## src/rtl/mips_ctrl_pkg.sv

```systemverilog
// Shared definitions for the multicycle MIPS main controller and the ALU decoder.
package mips_ctrl_pkg;

  // Opcode field values for the supported instruction subset
  localparam logic [5:0] OP_RTYPE = 6'b000000;
  localparam logic [5:0] OP_LW    = 6'b100011;
  localparam logic [5:0] OP_SW    = 6'b101011;
  localparam logic [5:0] OP_BEQ   = 6'b000100;
  localparam logic [5:0] OP_ADDI  = 6'b001000;
  localparam logic [5:0] OP_J     = 6'b000010;

  // alu_op encodings understood by the ALU decoder
  localparam logic [1:0] ALUOP_ADD   = 2'b00;
  localparam logic [1:0] ALUOP_SUB   = 2'b01;
  localparam logic [1:0] ALUOP_FUNCT = 2'b10;

  // ALU operand B mux selects
  localparam logic [1:0] SRCB_REGB     = 2'b00;
  localparam logic [1:0] SRCB_FOUR     = 2'b01;
  localparam logic [1:0] SRCB_IMM      = 2'b10;
  localparam logic [1:0] SRCB_IMM_SHL2 = 2'b11;

  // Next-PC mux selects
  localparam logic [1:0] PCSRC_ALU    = 2'b00;
  localparam logic [1:0] PCSRC_ALUOUT = 2'b01;
  localparam logic [1:0] PCSRC_JUMP   = 2'b10;

  // Controller states
  typedef enum logic [3:0] {
    S_IDLE,
    S_FETCH,
    S_DECODE,
    S_MEMADR,
    S_MEMRD,
    S_MEMWB,
    S_MEMWR,
    S_EXECUTE,
    S_ALUWB,
    S_BRANCH,
    S_ADDIEX,
    S_ADDIWB,
    S_JUMP
  } state_t;

  // True when the opcode belongs to the implemented subset
  function automatic logic op_supported(input logic [5:0] op);
    return (op == OP_RTYPE) || (op == OP_LW) || (op == OP_SW) ||
           (op == OP_BEQ) || (op == OP_ADDI) || (op == OP_J);
  endfunction

endpackage

```

## src/rtl/mem_wait_timer.sv

```systemverilog
// Counts unacknowledged memory-request cycles and raises a sticky error
// once the wait reaches MEM_TIMEOUT. MEM_TIMEOUT of 0 disables the flag.
module mem_wait_timer #(
  parameter int MEM_TIMEOUT = 255,
  parameter int TO_W        = 8
) (
  input  logic clk,
  input  logic rst_n,
  input  logic mem_req,
  input  logic mem_ready,
  output logic mem_timeout
);

  localparam logic [TO_W-1:0] LIMIT = TO_W'(MEM_TIMEOUT);
  localparam logic [TO_W-1:0] LAST  = TO_W'((MEM_TIMEOUT == 0) ? 0 : MEM_TIMEOUT - 1);

  logic [TO_W-1:0] wait_cnt;
  logic            waiting;

  assign waiting = mem_req & ~mem_ready;

  // Wait counter: clears whenever no wait is in progress, saturates at the limit
  always_ff @(posedge clk or negedge rst_n) begin
    if (!rst_n) begin
      wait_cnt <= '0;
    end else if (!waiting) begin
      wait_cnt <= '0;
    end else if (wait_cnt != LIMIT) begin
      wait_cnt <= wait_cnt + 1'b1;
    end
  end

  // Sticky error: set on the edge where the count arrives at the limit, cleared only by reset
  always_ff @(posedge clk or negedge rst_n) begin
    if (!rst_n) begin
      mem_timeout <= 1'b0;
    end else if ((MEM_TIMEOUT != 0) && waiting && (wait_cnt == LAST)) begin
      mem_timeout <= 1'b1;
    end
  end

endmodule

```

## src/rtl/mc_main_ctrl.sv

```systemverilog
// Multicycle main controller: sequences fetch/decode/execute/memory/writeback
// and drives all datapath enables, mux selects and the ALU decoder's alu_op.
module mc_main_ctrl
  import mips_ctrl_pkg::*;
#(
  parameter int MEM_TIMEOUT = 255,
  parameter int TO_W        = 8
) (
  input  logic       clk,
  input  logic       rst_n,
  input  logic [5:0] op,
  input  logic       zero,
  input  logic       mem_ready,
  output logic       pc_en,
  output logic       ir_write,
  output logic       reg_write,
  output logic       mem_req,
  output logic       mem_write,
  output logic       i_or_d,
  output logic       mem_to_reg,
  output logic       reg_dst,
  output logic       alu_src_a,
  output logic [1:0] alu_src_b,
  output logic [1:0] pc_src,
  output logic [1:0] alu_op,
  output logic       illegal_op,
  output logic       mem_timeout
);

  state_t state;
  logic   pc_write;
  logic   branch;

  // State register and next-state rules; op only matters in DECODE and MEMADR
  always_ff @(posedge clk or negedge rst_n) begin
    if (!rst_n) begin
      state <= S_IDLE;
    end else begin
      case (state)
        S_IDLE:   state <= S_FETCH;
        S_FETCH:  if (mem_ready) state <= S_DECODE;
        S_DECODE: begin
          case (op)
            OP_LW, OP_SW: state <= S_MEMADR;
            OP_RTYPE:     state <= S_EXECUTE;
            OP_BEQ:       state <= S_BRANCH;
            OP_ADDI:      state <= S_ADDIEX;
            OP_J:         state <= S_JUMP;
            default:      state <= S_FETCH;
          endcase
        end
        S_MEMADR:  state <= (op == OP_SW) ? S_MEMWR : S_MEMRD;
        S_MEMRD:   if (mem_ready) state <= S_MEMWB;
        S_MEMWB:   state <= S_FETCH;
        S_MEMWR:   if (mem_ready) state <= S_FETCH;
        S_EXECUTE: state <= S_ALUWB;
        S_ALUWB:   state <= S_FETCH;
        S_BRANCH:  state <= S_FETCH;
        S_ADDIEX:  state <= S_ADDIWB;
        S_ADDIWB:  state <= S_FETCH;
        S_JUMP:    state <= S_FETCH;
        default:   state <= S_IDLE;
      endcase
    end
  end

  // Output decode of the current state; only FETCH's load strobes look at mem_ready
  always_comb begin
    pc_write   = 1'b0;
    branch     = 1'b0;
    ir_write   = 1'b0;
    reg_write  = 1'b0;
    mem_req    = 1'b0;
    mem_write  = 1'b0;
    i_or_d     = 1'b0;
    mem_to_reg = 1'b0;
    reg_dst    = 1'b0;
    alu_src_a  = 1'b0;
    alu_src_b  = SRCB_REGB;
    pc_src     = PCSRC_ALU;
    alu_op     = ALUOP_ADD;
    illegal_op = 1'b0;
    case (state)
      S_FETCH: begin
        mem_req   = 1'b1;
        alu_src_b = SRCB_FOUR;
        ir_write  = mem_ready;
        pc_write  = mem_ready;
      end
      S_DECODE: begin
        alu_src_b  = SRCB_IMM_SHL2;
        illegal_op = ~op_supported(op);
      end
      S_MEMADR, S_ADDIEX: begin
        alu_src_a = 1'b1;
        alu_src_b = SRCB_IMM;
      end
      S_MEMRD: begin
        mem_req = 1'b1;
        i_or_d  = 1'b1;
      end
      S_MEMWB: begin
        reg_write  = 1'b1;
        mem_to_reg = 1'b1;
      end
      S_MEMWR: begin
        mem_req   = 1'b1;
        mem_write = 1'b1;
        i_or_d    = 1'b1;
      end
      S_EXECUTE: begin
        alu_src_a = 1'b1;
        alu_op    = ALUOP_FUNCT;
      end
      S_ALUWB: begin
        reg_write = 1'b1;
        reg_dst   = 1'b1;
      end
      S_BRANCH: begin
        alu_src_a = 1'b1;
        alu_op    = ALUOP_SUB;
        pc_src    = PCSRC_ALUOUT;
        branch    = 1'b1;
      end
      S_ADDIWB: begin
        reg_write = 1'b1;
      end
      S_JUMP: begin
        pc_src   = PCSRC_JUMP;
        pc_write = 1'b1;
      end
      default: begin
        pc_write = 1'b0;
      end
    endcase
  end

  assign pc_en = pc_write | (branch & zero);

  mem_wait_timer #(
    .MEM_TIMEOUT(MEM_TIMEOUT),
    .TO_W       (TO_W)
  ) u_mem_wait_timer (
    .clk        (clk),
    .rst_n      (rst_n),
    .mem_req    (mem_req),
    .mem_ready  (mem_ready),
    .mem_timeout(mem_timeout)
  );

endmodule

```

## config.mk

```make
export PLATFORM = sky130hd
export DESIGN_NAME = mc_main_ctrl
export DESIGN_NICKNAME = d
export VERILOG_FILES = /design/src/rtl/mips_ctrl_pkg.sv /design/src/rtl/mem_wait_timer.sv /design/src/rtl/mc_main_ctrl.sv
export SDC_FILE = /design/constraint.sdc
export NUM_CORES = 1
export LEC_CHECK = 0
export CAP_MARGIN = 20
export CORE_MARGIN = 3
export CORE_UTILIZATION = 51
export DETAILED_ROUTE_END_ITERATION = 12
export PLACE_DENSITY = 0.93
export SLEW_MARGIN = 20
export SYNTH_ARGS = -nofsm -noshare
export SYNTH_HDL_FRONTEND = slang
export SYNTH_HIERARCHICAL = 1
export SYNTH_SLANG_ARGS = --single-unit
```

## constraint.sdc

```tcl
create_clock -name clk -period 4.3 [get_ports clk]
set_clock_uncertainty 0.15 [all_clocks]
set_input_delay 0.645 -clock clk [delete_from_list [all_inputs] [get_ports clk]]
set_output_delay 0.645 -clock clk [all_outputs]
set_load 0.005 [all_outputs]
```

* After elaboration in Yosys (flattened, before gate mapping)
Cells that the tools add are included.
** Cells by class
- $add $sub $neg :: 1
- Reduce and logical (&&, ||, !) cells :: 16
- Eq/ne operators :: 23
- Muxes and demuxes :: 22
- Bitwise logic cells :: 5
** Operators with widths (count)
- 4-bit case mux with 8 select lines :: 1
- 4-bit equality test (second input constant) :: 5
- 4-bit case mux with 5 select lines :: 1
- 4-bit by 3-bit equality test with 1-bit output (second input constant) :: 4
- 8-bit 2-to-1 mux :: 2
- 6-bit equality test (second input constant) :: 2
- 4-bit 2-to-1 mux :: 3
- 1-bit 2-to-1 mux :: 10
- 8-bit by 1-bit adder with 8-bit output (second input constant) :: 1
- 4-bit by 2-bit equality test with 1-bit output (second input constant) :: 2
- 8-bit equality test (second input constant) :: 1
- 2-bit != test (second input constant) :: 4
- 8-bit != test (second input constant) :: 1
- 2-bit case mux with 2 select lines :: 2
- 6-bit by 2-bit equality test with 1-bit output (second input constant) :: 1
- 6-bit by 3-bit equality test with 1-bit output (second input constant) :: 1
- 6-bit by 4-bit equality test with 1-bit output (second input constant) :: 1
- 6-bit zero test :: 1
- 2-bit case mux with 3 select lines :: 1
- 2-bit OR reduction :: 3
- 3-bit OR reduction :: 2
- 6-bit OR reduction :: 1
- 1-bit logical OR :: 5
- 4-bit by 1-bit equality test with 1-bit output (second input constant) :: 1
- 9 further kinds :: 11
** Storage, ports and cells
- Input bits :: 10
- Register bits :: 13
- Word-level logic and storage cells :: 70
- Output and inout bits :: 17

* Depth between registers and ports, before layout
Gate-level depths: netlist of run 1.
- Word-level depth :: 8
- Gate-level depth with buffers :: 6
- Mapped depth without buffers :: 6

* Cells and area by module
The synthesis of run 1 kept the hierarchy.
** By module, submodules not included
- mc_main_ctrl :: instances 1, cells an instance 67, seq. area each 100.1 µm², area an instance 521.8 µm²
- mem_wait_timer :: instances 1, cells an instance 48, seq. area each 225.2 µm², area an instance 484.2 µm²

* Worst setup path before layout of run 1
OpenSTA, ideal clock, no wires.
- Kind :: input to output
- Start point :: input port op[3]
- End point :: output port illegal_op
- Data arrival time :: 1276 ps
- Setup slack :: 2229 ps
- Stages on the path :: 3
- Cells stage by stage :: maj3_1 > o31ai_1 > a211oi_1
** On the way
- Word-level cells in the longest chain between the ends :: 8
- Elaborated cells on any way between the ends :: 13
- Classes of those cells :: eq/ne (5); mux (1); bitwise (1); reduce/logical (6)
** RTL lines
- start, declared :: line mc_main_ctrl.sv:11 : input logic [5:0] op,
- 6-bit equality test or 6-bit zero test (tied branches) :: line mips_ctrl_pkg.sv:47 : return (op == OP_RTYPE) || (op == OP_LW) || (op == OP_SW) ||
- 1-bit logical OR (3 in series) :: line mips_ctrl_pkg.sv:47
- 1-bit logical OR :: line mips_ctrl_pkg.sv:48 : (op == OP_BEQ) || (op == OP_ADDI) || (op == OP_J);
- 1-bit logical OR * :: line mips_ctrl_pkg.sv:48
- 1-bit inverter * :: line mc_main_ctrl.sv:92 : illegal_op = ~op_supported(op);
- 1-bit 2-to-1 mux * :: line mc_main_ctrl.sv:83 : case (state)
- end, declared :: line mc_main_ctrl.sv:26 : output logic illegal_op,
Every way passes the cells marked *; elsewhere a longest branch is shown, timed or not.

* Final worst setup path of run 1
- Start point :: input port mem_ready
- End point :: output port pc_en
** On the way
- Word-level cells in the longest chain between the ends :: 2
** RTL lines
- start, declared :: line mc_main_ctrl.sv:13 : input logic mem_ready,
- 1-bit case mux with 2 select lines :: line mc_main_ctrl.sv:83
- 1-bit bitwise OR :: line mc_main_ctrl.sv:138 : assign pc_en = pc_write | (branch & zero);
- end, declared :: line mc_main_ctrl.sv:14 : output logic pc_en,
Every way passes these cells.

==> results.cfg, run 1 <==
[timing]
drv_slew = 0
finalWorstPathRequiredPeriod_ns = 3.20
finalHoldViolCount = 0
finalCritPeriodShare_pct = 74.5
fin_setup_tns_ns = 0
rsz0062_at_grt = no
fmax_mhz = 312
tightest_slew_ns = 0.563
slew_headroom_pct = 62.3
finalSetupViolations = 0
fin_hold_ws_ns = 0.330

[finish]
nFillCells = 143
fin_util_pct = 71.2
antenna_cells = 0
final_area_um2 = 1280
drive_gt1_share_pct = 10.8
final_cells = 164
num-nets-final = 152
area_delta_synth_final_pct = 27.5

[floorplanning]
ioPinCount = 27
start_util_pct = 55.8
fp-row-count = 15
dieArea_um2 = 2540
die-width_um = 50.4
core_area_um2 = 1800
dieHeight_um = 50.4

[synthesis]
synth_most_common_cell = dfrtp_1
ys_seq_elements = 13
yosysSeqAreaShare_pct = 32.3
syn-cell-area_um2 = 1010
synth_nets = 127
synth-async-reset-ratio_pct = 100
yosys_warnings = 6
yosys-top-cells-area = dfrtp_1 (32%), inv_1 (3.7%), nand2b_1 (3.1%), a21oi_1 (3.0%), a31oi_1 (2.5%)
synth_top_area_share_pct = 32.3
synth_common_cells = dfrtp_1 (13), inv_1 (10), a21oi_1 (6)
ys_types = 49
synth_edf_count = 0
yosys.area.top_type = dfrtp_1
post_synth.cell_area_avg_um2 = 8.75
synthCells = 115
synth_ff_type = dfrtp_1

[routing]
first_pass_iters = 4
met2WireLength_mm = 1.23
routed_via_density = 6.13
wirelength_met1_mm = 1.18
routed.top_layer = met4
num_vias = 1005
met3_length_um = 209
drc = 0
antenna_left = 0
wl_per_cell_um = 16.1
drt-initial-drc-count = 42
wl_mm = 2.64

[placed_design]
dpl.hpwl_mm = 1.94
port_buffers = 26
place_area_um2 = 1260
place_congestion = 0.794
dp_cells = 160

[global_route]
grtUsageTotal_pct = 21.5
grt_pass1_wl_mm = 4.24
overflow = 0
grt_max_degree = 14
antenna_found_initial = 0
grt_pass1_vias = 956

[clocking]
cts_root_buffer = clkbuf_4
insertion_delay_ns = 0.27
cts.repair.resized = 0
h-tree-depth = 1
path_clk_slew_ns = 0.08
postCtsSetupBuffers = 0
cts_tree = done
numCtsBuffers = 3
clock-sinks = 13
cts.path.max_buffers = 2
hold_buffers = 0

[power]
power.density_nw_per_um2 = 466
leakage_nw = 0.494
peakVddDrop_mv = 0.300

[critical_path]
cp-start-kind = input port
cp_max_fo = 5
required_ns = 3.50
worstSetupPathType = input port to primary output
end_kind = primary output
arrival_ns = 2.41

[run]
maxCapViolCount = 0

[worst_hold_path]
hp-class = register to register

[status]
status = finished clean
[cells by family (layout without fill, tap and decap cells)]
kind of cell	after synthesis	in the layout	synth area share, %
and+or+nand+nor	45	45	27.4
AOI/OAI and AO/OA	31	31	22.1
buffers and inverters	16	40	7.84
DFF	13	13	32.3
muxes	4	4	4.23
adders and majority gates	3	3	3.48
xor gates and xnor gates	3	3	2.61
[where the power goes]
part	switching, mW	leakage, nW	internal [mW]	total, mW
combinational	0.152	0.303	0.177	0.329
clock	0.0379	0.0150	0.0359	0.0737
sequential	0.0520	0.176	0.143	0.195
[placed cells by master (no fill, tap or decap), types with 2 or more instances in the layout]
master and instances:
a211oi_1 3, a21oi_1 6, a31oi_1 4, clkbuf_4 3, clkdlybuf4s50_1 26, dfrtp_1 13
ha_1 2, inv_1 10, mux2_2 2, mux2i_1 2, nand2_1 4, nand2b_1 5
nand3_1 3, nand4_1 2, nor2_1 5, nor2b_1 2, nor3_1 5, nor4_1 3
o211ai_1 2, o21ai_0 4, o21bai_1 2, or3_1 3, xnor2_1 2
[registers in the layout, indices dropped and copies added, names as in the netlist]
register and flops:
u_mem_wait_timer/wait_cnt 8, state 4, u_mem_wait_timer/mem_timeout 1
[area by class of cell]
cell class                      count  area [um^2]  area share (%)
Tap cell                           25         31.3            2.44
Multi-Input combinational cell     86          602            46.9
Timing Repair Buffer               26          260            20.3
Clock buffer                        4         26.3            2.05
Sequential cell                    13          325            25.4
Inverter                           10         37.5            2.93
[worst max-delay path, cell delays in order]
cell and delay (ns):
clkdlybuf4s50_1 0.55, inv_1 0.09, or3_1 0.44, o311ai_1 0.11, clkdlybuf4s50_1 0.58
[final timing paths]
kind                                                               start  slack (ns)  depth (start not counted)                                  endpoint
max in group asynchronous                                          rst_n        3.05                          1                      state[1]$_DFFE_PN0P_
worst min register to register  u_mem_wait_timer/mem_timeout$_DFFE_PN0P_        0.33                          1  u_mem_wait_timer/mem_timeout$_DFFE_PN0P_
worst max register to register                      state[0]$_DFFE_PN0P_        2.13                          6  u_mem_wait_timer/mem_timeout$_DFFE_PN0P_
min in group asynchronous                                          rst_n        0.58                          1                      state[3]$_DFFE_PN0P_
worst min-delay path            u_mem_wait_timer/mem_timeout$_DFFE_PN0P_        0.33                          1  u_mem_wait_timer/mem_timeout$_DFFE_PN0P_
worst max-delay path                                           mem_ready        1.10                          5                                     pc_en
[routing by layer]
| layer | track usage [%] | vias up |
|---|---|---|
| met5 | 0 | - |
| met1 | 29.7 | 478 |
| met4 | 4.04 | 0 |
| met2 | 34.8 | 49 |
| met3 | 4.75 | 2 |
| li1 | - | 476 |
[per-stage QoR]
step | power (mW) | setup slack, ns
floorplan | 0.379 | 2.23
global route | 0.639 | 1.04
detailed placement | 0.518 | 1.15
CTS | 0.596 | 1.13
global placement | 0.510 | 1.17
finish | 0.598 | 1.10
(Power assumes the default switching activity.)
==> inputs of run 2 (changes only) <==
--- a/config.mk
+++ b/config.mk
@@ -7,9 +7,9 @@
 export LEC_CHECK = 0
 export CAP_MARGIN = 20
 export CORE_MARGIN = 3
-export CORE_UTILIZATION = 51
+export CORE_UTILIZATION = 47
 export DETAILED_ROUTE_END_ITERATION = 12
-export PLACE_DENSITY = 0.93
+export PLACE_DENSITY = 0.87
 export SLEW_MARGIN = 20
 export SYNTH_ARGS = -nofsm -noshare
 export SYNTH_HDL_FRONTEND = slang
==> constraint.sdc (replaced) <==
create_clock -name clk -period 3.1 [get_ports clk]
set_clock_uncertainty 0.15 [all_clocks]
set_input_delay 0.465 -clock clk [delete_from_list [all_inputs] [get_ports clk]]
set_output_delay 0.465 -clock clk [all_outputs]
set_load 0.005 [all_outputs]
==> run 2 against run 1 <==
  * Setup slack got worse by 0.82 ns
  * Clock-buffer cell count stayed put
  * Via count up 0.90%
  * Critical endpoint unchanged
  * Highest routed layer unchanged
==> results.cfg, run 2 (synthesis gave the netlist of run 1 again) <==
[status]
status = finished clean

[clocking]
clock-sinks = 13
hold_buffers = 0
path_clk_slew_ns = 0.07
h-tree-depth = 1
cts.repair.resized = 0
postCtsSetupBuffers = 0
cts.path.max_buffers = 2
cts_root_buffer = clkbuf_4
numCtsBuffers = 3
cts_tree = done
insertion_delay_ns = 0.27

[timing]
fin_setup_tns_ns = 0
finalWorstPathRequiredPeriod_ns = 2.83
drv_slew = 0
slew_headroom_pct = 61.1
tightest_slew_ns = 0.581
finalCritPeriodShare_pct = 91.2
finalHoldViolCount = 0
fmax_mhz = 354
finalSetupViolations = 0
rsz0062_at_grt = no

[global_route]
antenna_found_initial = 0
overflow = 0
grtUsageTotal_pct = 20.8
grt_pass1_vias = 1039
grt_max_degree = 14
grt_pass1_wl_mm = 4.31

[critical_path]
end_kind = primary output
arrival_ns = 2.21
worst_r2r_startpoint = state[0]$_DFFE_PN0P_
cp-start-kind = input port
cp_max_fo = 5
worstSetupPathType = input port to primary output
required_ns = 2.48
crit_start = mem_ready

[finish]
num-nets-final = 152
final_cells = 166
area_delta_synth_final_pct = 27.7
top_register = u_mem_wait_timer/wait_cnt
layout_common_cells = clkdlybuf4s50_1 (26), dfrtp_1 (13), inv_1 (10)
largest_reg_flops = 8
antenna_cells = 0
reg.largest.list = u_mem_wait_timer/wait_cnt: 8 flops, state: 4 flops, u_mem_wait_timer/mem_timeout: 1 flops
drive_gt1_share_pct = 10.8
final_area_um2 = 1280
nFillCells = 161
final_common_cell = clkdlybuf4s50_1

[routing]
drt-initial-drc-count = 31
num_vias = 1014
first_pass_iters = 6
antenna_left = 0
routed_via_density = 6.11
wl_mm = 2.57
wl_per_cell_um = 15.5
drc = 0

[worst_hold_path]
hp-class = register to register
hold_start = u_mem_wait_timer/mem_timeout$_DFFE_PN0P_

[power]
peakVddDrop_mv = 0.408
power.density_nw_per_um2 = 640
leakage_nw = 0.494

[placed_design]
port_buffers = 26
place_congestion = 0.956
dpl.hpwl_mm = 1.86
place_area_um2 = 1260
dp_cells = 162

[floorplanning]
core_area_um2 = 2000
ioPinCount = 27
dieArea_um2 = 2730
dieHeight_um = 52.3
fp-row-count = 16
die-width_um = 52.3
start_util_pct = 50.3

[run]
maxCapViolCount = 0
run 2: cell counts in the layout (fill, tap and decap cells not counted):
No cell type changed its count.
run 2: path summary, 6_finish.rpt:
path	slack (ns)	endpoint	depth (start not counted)
min	0.34	u_mem_wait_timer/mem_timeout$_DFFE_PN0P_	1
max reg2reg	1.03	u_mem_wait_timer/wait_cnt[4]$_DFFE_PN0P_	6
max in group asynchronous	2.01	u_mem_wait_timer/wait_cnt[0]$_DFFE_PN0P_	1
min reg2reg	0.34	u_mem_wait_timer/mem_timeout$_DFFE_PN0P_	1
max	0.27	pc_en	5
min in group asynchronous	0.41	u_mem_wait_timer/wait_cnt[6]$_DFFE_PN0P_	1
run 2: area by class of cell:
class	instances	area, um^2	area share, %
Multi-Input combinational cell	86	602	46.8
Clock buffer	4	26.3	2.04
Timing Repair Buffer	26	260	20.3
Inverter	10	37.5	2.92
Sequential cell	13	325	25.3
Tap cell	27	33.8	2.63
run 2: power by group:
group / switching (mW) / internal (mW)
sequential: 0.0704 / 0.198
combinational: 0.207 / 0.245
clock: 0.0519 / 0.0498
run 2: metal layers:
layer	GRT usage, %	part of all wire [%]	wire length, um
met1	22.4	42	1080
met2	37.7	50	1280
met3	4.56	6.6	169
met4	10.2	1.4	35
met5	0	0	0
run 2: metrics by stage:
stage | hold WS (ns) | worst slack [ns] | utilization, % | total power, mW
2_1_floorplan | 0.0194 | 1.30 | - | 0.526
3_3_place_gp | 0.315 | 0.339 | 62.9 | 0.705
3_5_place_dp | 0.316 | 0.301 | 62.9 | 0.714
4_1_cts | 0.337 | 0.282 | 64.2 | 0.821
5_1_grt | 0.361 | 0.186 | 64.2 | 0.879
6_report | 0.335 | 0.274 | 64.2 | 0.823
run 2: worst max-delay path: stages:
cell and delay [ns]:
clkdlybuf4s50_1 0.58, inv_1 0.09, or3_1 0.43, o311ai_1 0.10, clkdlybuf4s50_1 0.55
==> inputs of run 3 (changes only) <==
--- a/config.mk
+++ b/config.mk
@@ -6,6 +6,7 @@
 export NUM_CORES = 1
 export LEC_CHECK = 0
 export CAP_MARGIN = 20
+export CORE_ASPECT_RATIO = 0.9
 export CORE_MARGIN = 3
 export CORE_UTILIZATION = 47
 export DETAILED_ROUTE_END_ITERATION = 12
==> run 3 against run 2 <==
  * Non-clock buffer count rose by 1
  * Setup slack got worse by 0.0086 ns
  * Cell count fell by 0.60%
  * Wire length fell by 0.51%
  * Critical endpoint unchanged
  * Largest power group unchanged
==> results.cfg, run 3 (synthesis gave the netlist of run 1 again) <==
[status]
status = finished clean

[finish]
area_delta_synth_final_pct = 28.2
final_area_um2 = 1290
largest_reg_flops = 8
final_common_cell = clkdlybuf4s50_1
drive_gt1_share_pct = 11.4
reg.largest.list = u_mem_wait_timer/wait_cnt: 8 flops, state: 4 flops, u_mem_wait_timer/mem_timeout: 1 flops
top_register = u_mem_wait_timer/wait_cnt
layout_common_cells = clkdlybuf4s50_1 (26), dfrtp_1 (13), inv_1 (10)
antenna_cells = 0
num-nets-final = 153

[critical_path]
critPathTopFamily = buffers and inverters
cp_num_buf_inv = 3
required_ns = 2.48
slowest_stage = clkdlybuf4s50_1
critPathMaxStageDelay_ns = 0.57
end_kind = primary output
cp_common_cell = clkdlybuf4s50_1
cp_max_fo = 5
cp-start-kind = input port
arrival_ns = 2.22
worstSetupPathType = input port to primary output
crit_path_cell_trace = clkdlybuf4s50_1 -> inv_1 -> or3_1 -> o311ai_1 -> clkdlybuf4s50_1

[timing]
rsz0062_at_grt = no
fmax_mhz = 353
finalWorstPathRequiredPeriod_ns = 2.84
slew_headroom_pct = 60.0
fin_setup_tns_ns = 0
finalSetupViolations = 0
finalCritPeriodShare_pct = 91.5
tightest_slew_ns = 0.599
setup_ws_ns = 0.265
drv_slew = 0
finalHoldViolCount = 0

[placed_design]
place_congestion = 0.872
dpl.hpwl_mm = 1.88
place_area_um2 = 1260
place_worst_setup_slack_ns = 0.281
port_buffers = 26

[global_route]
antenna_found_initial = 0
overflow = 0
grt_max_degree = 14
grt_pass1_vias = 977
grt_pass1_wl_mm = 4.37
grtUsageTotal_pct = 21.4

[clocking]
numCtsBuffers = 3
cts.repair.resized = 0
h-tree-depth = 1
path_clk_slew_ns = 0.08
cts.path.max_buffers = 2
clock-sinks = 13
cts_tree = done
hold_buffers = 0
cts_root_buffer = clkbuf_4
insertion_delay_ns = 0.27
postCtsSetupBuffers = 0

[power]
peakVddDrop_mv = 0.505
switchingPower_mw = 0.342
pwr-share-seq_pct = 29.8
leakage_nw = 0.499
swShare_pct = 40.5
total_power_mw = 0.844
internal-power_mw = 0.502
comb_power_share_pct = 57.7
power.share.clock_pct = 12.6
power.density_nw_per_um2 = 654

[floorplanning]
start_util_pct = 51.0
dieHeight_um = 49.9
fp-row-count = 15
dieArea_um2 = 2730
ioPinCount = 27
die-width_um = 54.8
core_area_um2 = 1970

[routing]
first_pass_iters = 4
routed_via_density = 6.06
antenna_left = 0
drt-initial-drc-count = 34
wl_mm = 2.56
wl_per_cell_um = 15.5
num_vias = 1000
drc = 0

[run]
maxCapViolCount = 0

[worst_hold_path]
hp-class = register to register
[run 3: per-layer routing]
metal / GRT usage, % / share of wire (%) / vias up
met4: 9.54 / 1.1 / 0
met5: 0 / 0 / -
li1: - / - / 475
met1: 31.1 / 48 / 471
met2: 30.5 / 45 / 50
met3: 3.02 / 6.1 / 4
[run 3: power groups by stage]
stage	registers (mW)	logic, mW	clock network [mW]
finish	0.251	0.487	0.106
floorplan	0.229	0.296	0
global route	0.256	0.530	0.114
global placement	0.250	0.474	0
CTS	0.249	0.485	0.107
detailed placement	0.252	0.478	0
[run 3: per-stage QoR]
| stage | cells | hold WS, ns | utilization (%) |
|---|---|---|---|
| 6_report | 165 | 0.357 | 65.5 |
| 5_1_grt | 165 | 0.391 | 65.5 |
| 4_1_cts | 165 | 0.349 | 65.5 |
| 3_5_place_dp | 161 | 0.331 | 64.1 |
| 3_3_place_gp | 161 | 0.310 | 64.1 |
| 2_1_floorplan | 115 | 0.0194 | - |
[run 3: final timing paths]
kind	from	endpoint	slack (ns)	cells past startpoint
worst max-delay path	mem_ready	pc_en	0.26	5
worst min-delay path	u_mem_wait_timer/mem_timeout$_DFFE_PN0P_	u_mem_wait_timer/mem_timeout$_DFFE_PN0P_	0.36	1
worst max register to register	state[1]$_DFFE_PN0P_	u_mem_wait_timer/mem_timeout$_DFFE_PN0P_	1.04	6
worst min register to register	u_mem_wait_timer/mem_timeout$_DFFE_PN0P_	u_mem_wait_timer/mem_timeout$_DFFE_PN0P_	0.36	1
max in group asynchronous	rst_n	state[1]$_DFFE_PN0P_	2.00	1
min in group asynchronous	rst_n	u_mem_wait_timer/wait_cnt[2]$_DFFE_PN0P_	0.41	1
[run 3: area by class of cell]
cell class,count,area (um^2)
clock buffers,4,26.3
fillers,150,681
inverters,10,37.5
multi-input cells,86,602
flip-flops and latches,13,325
well taps,25,31.3
repair buffers,27,268
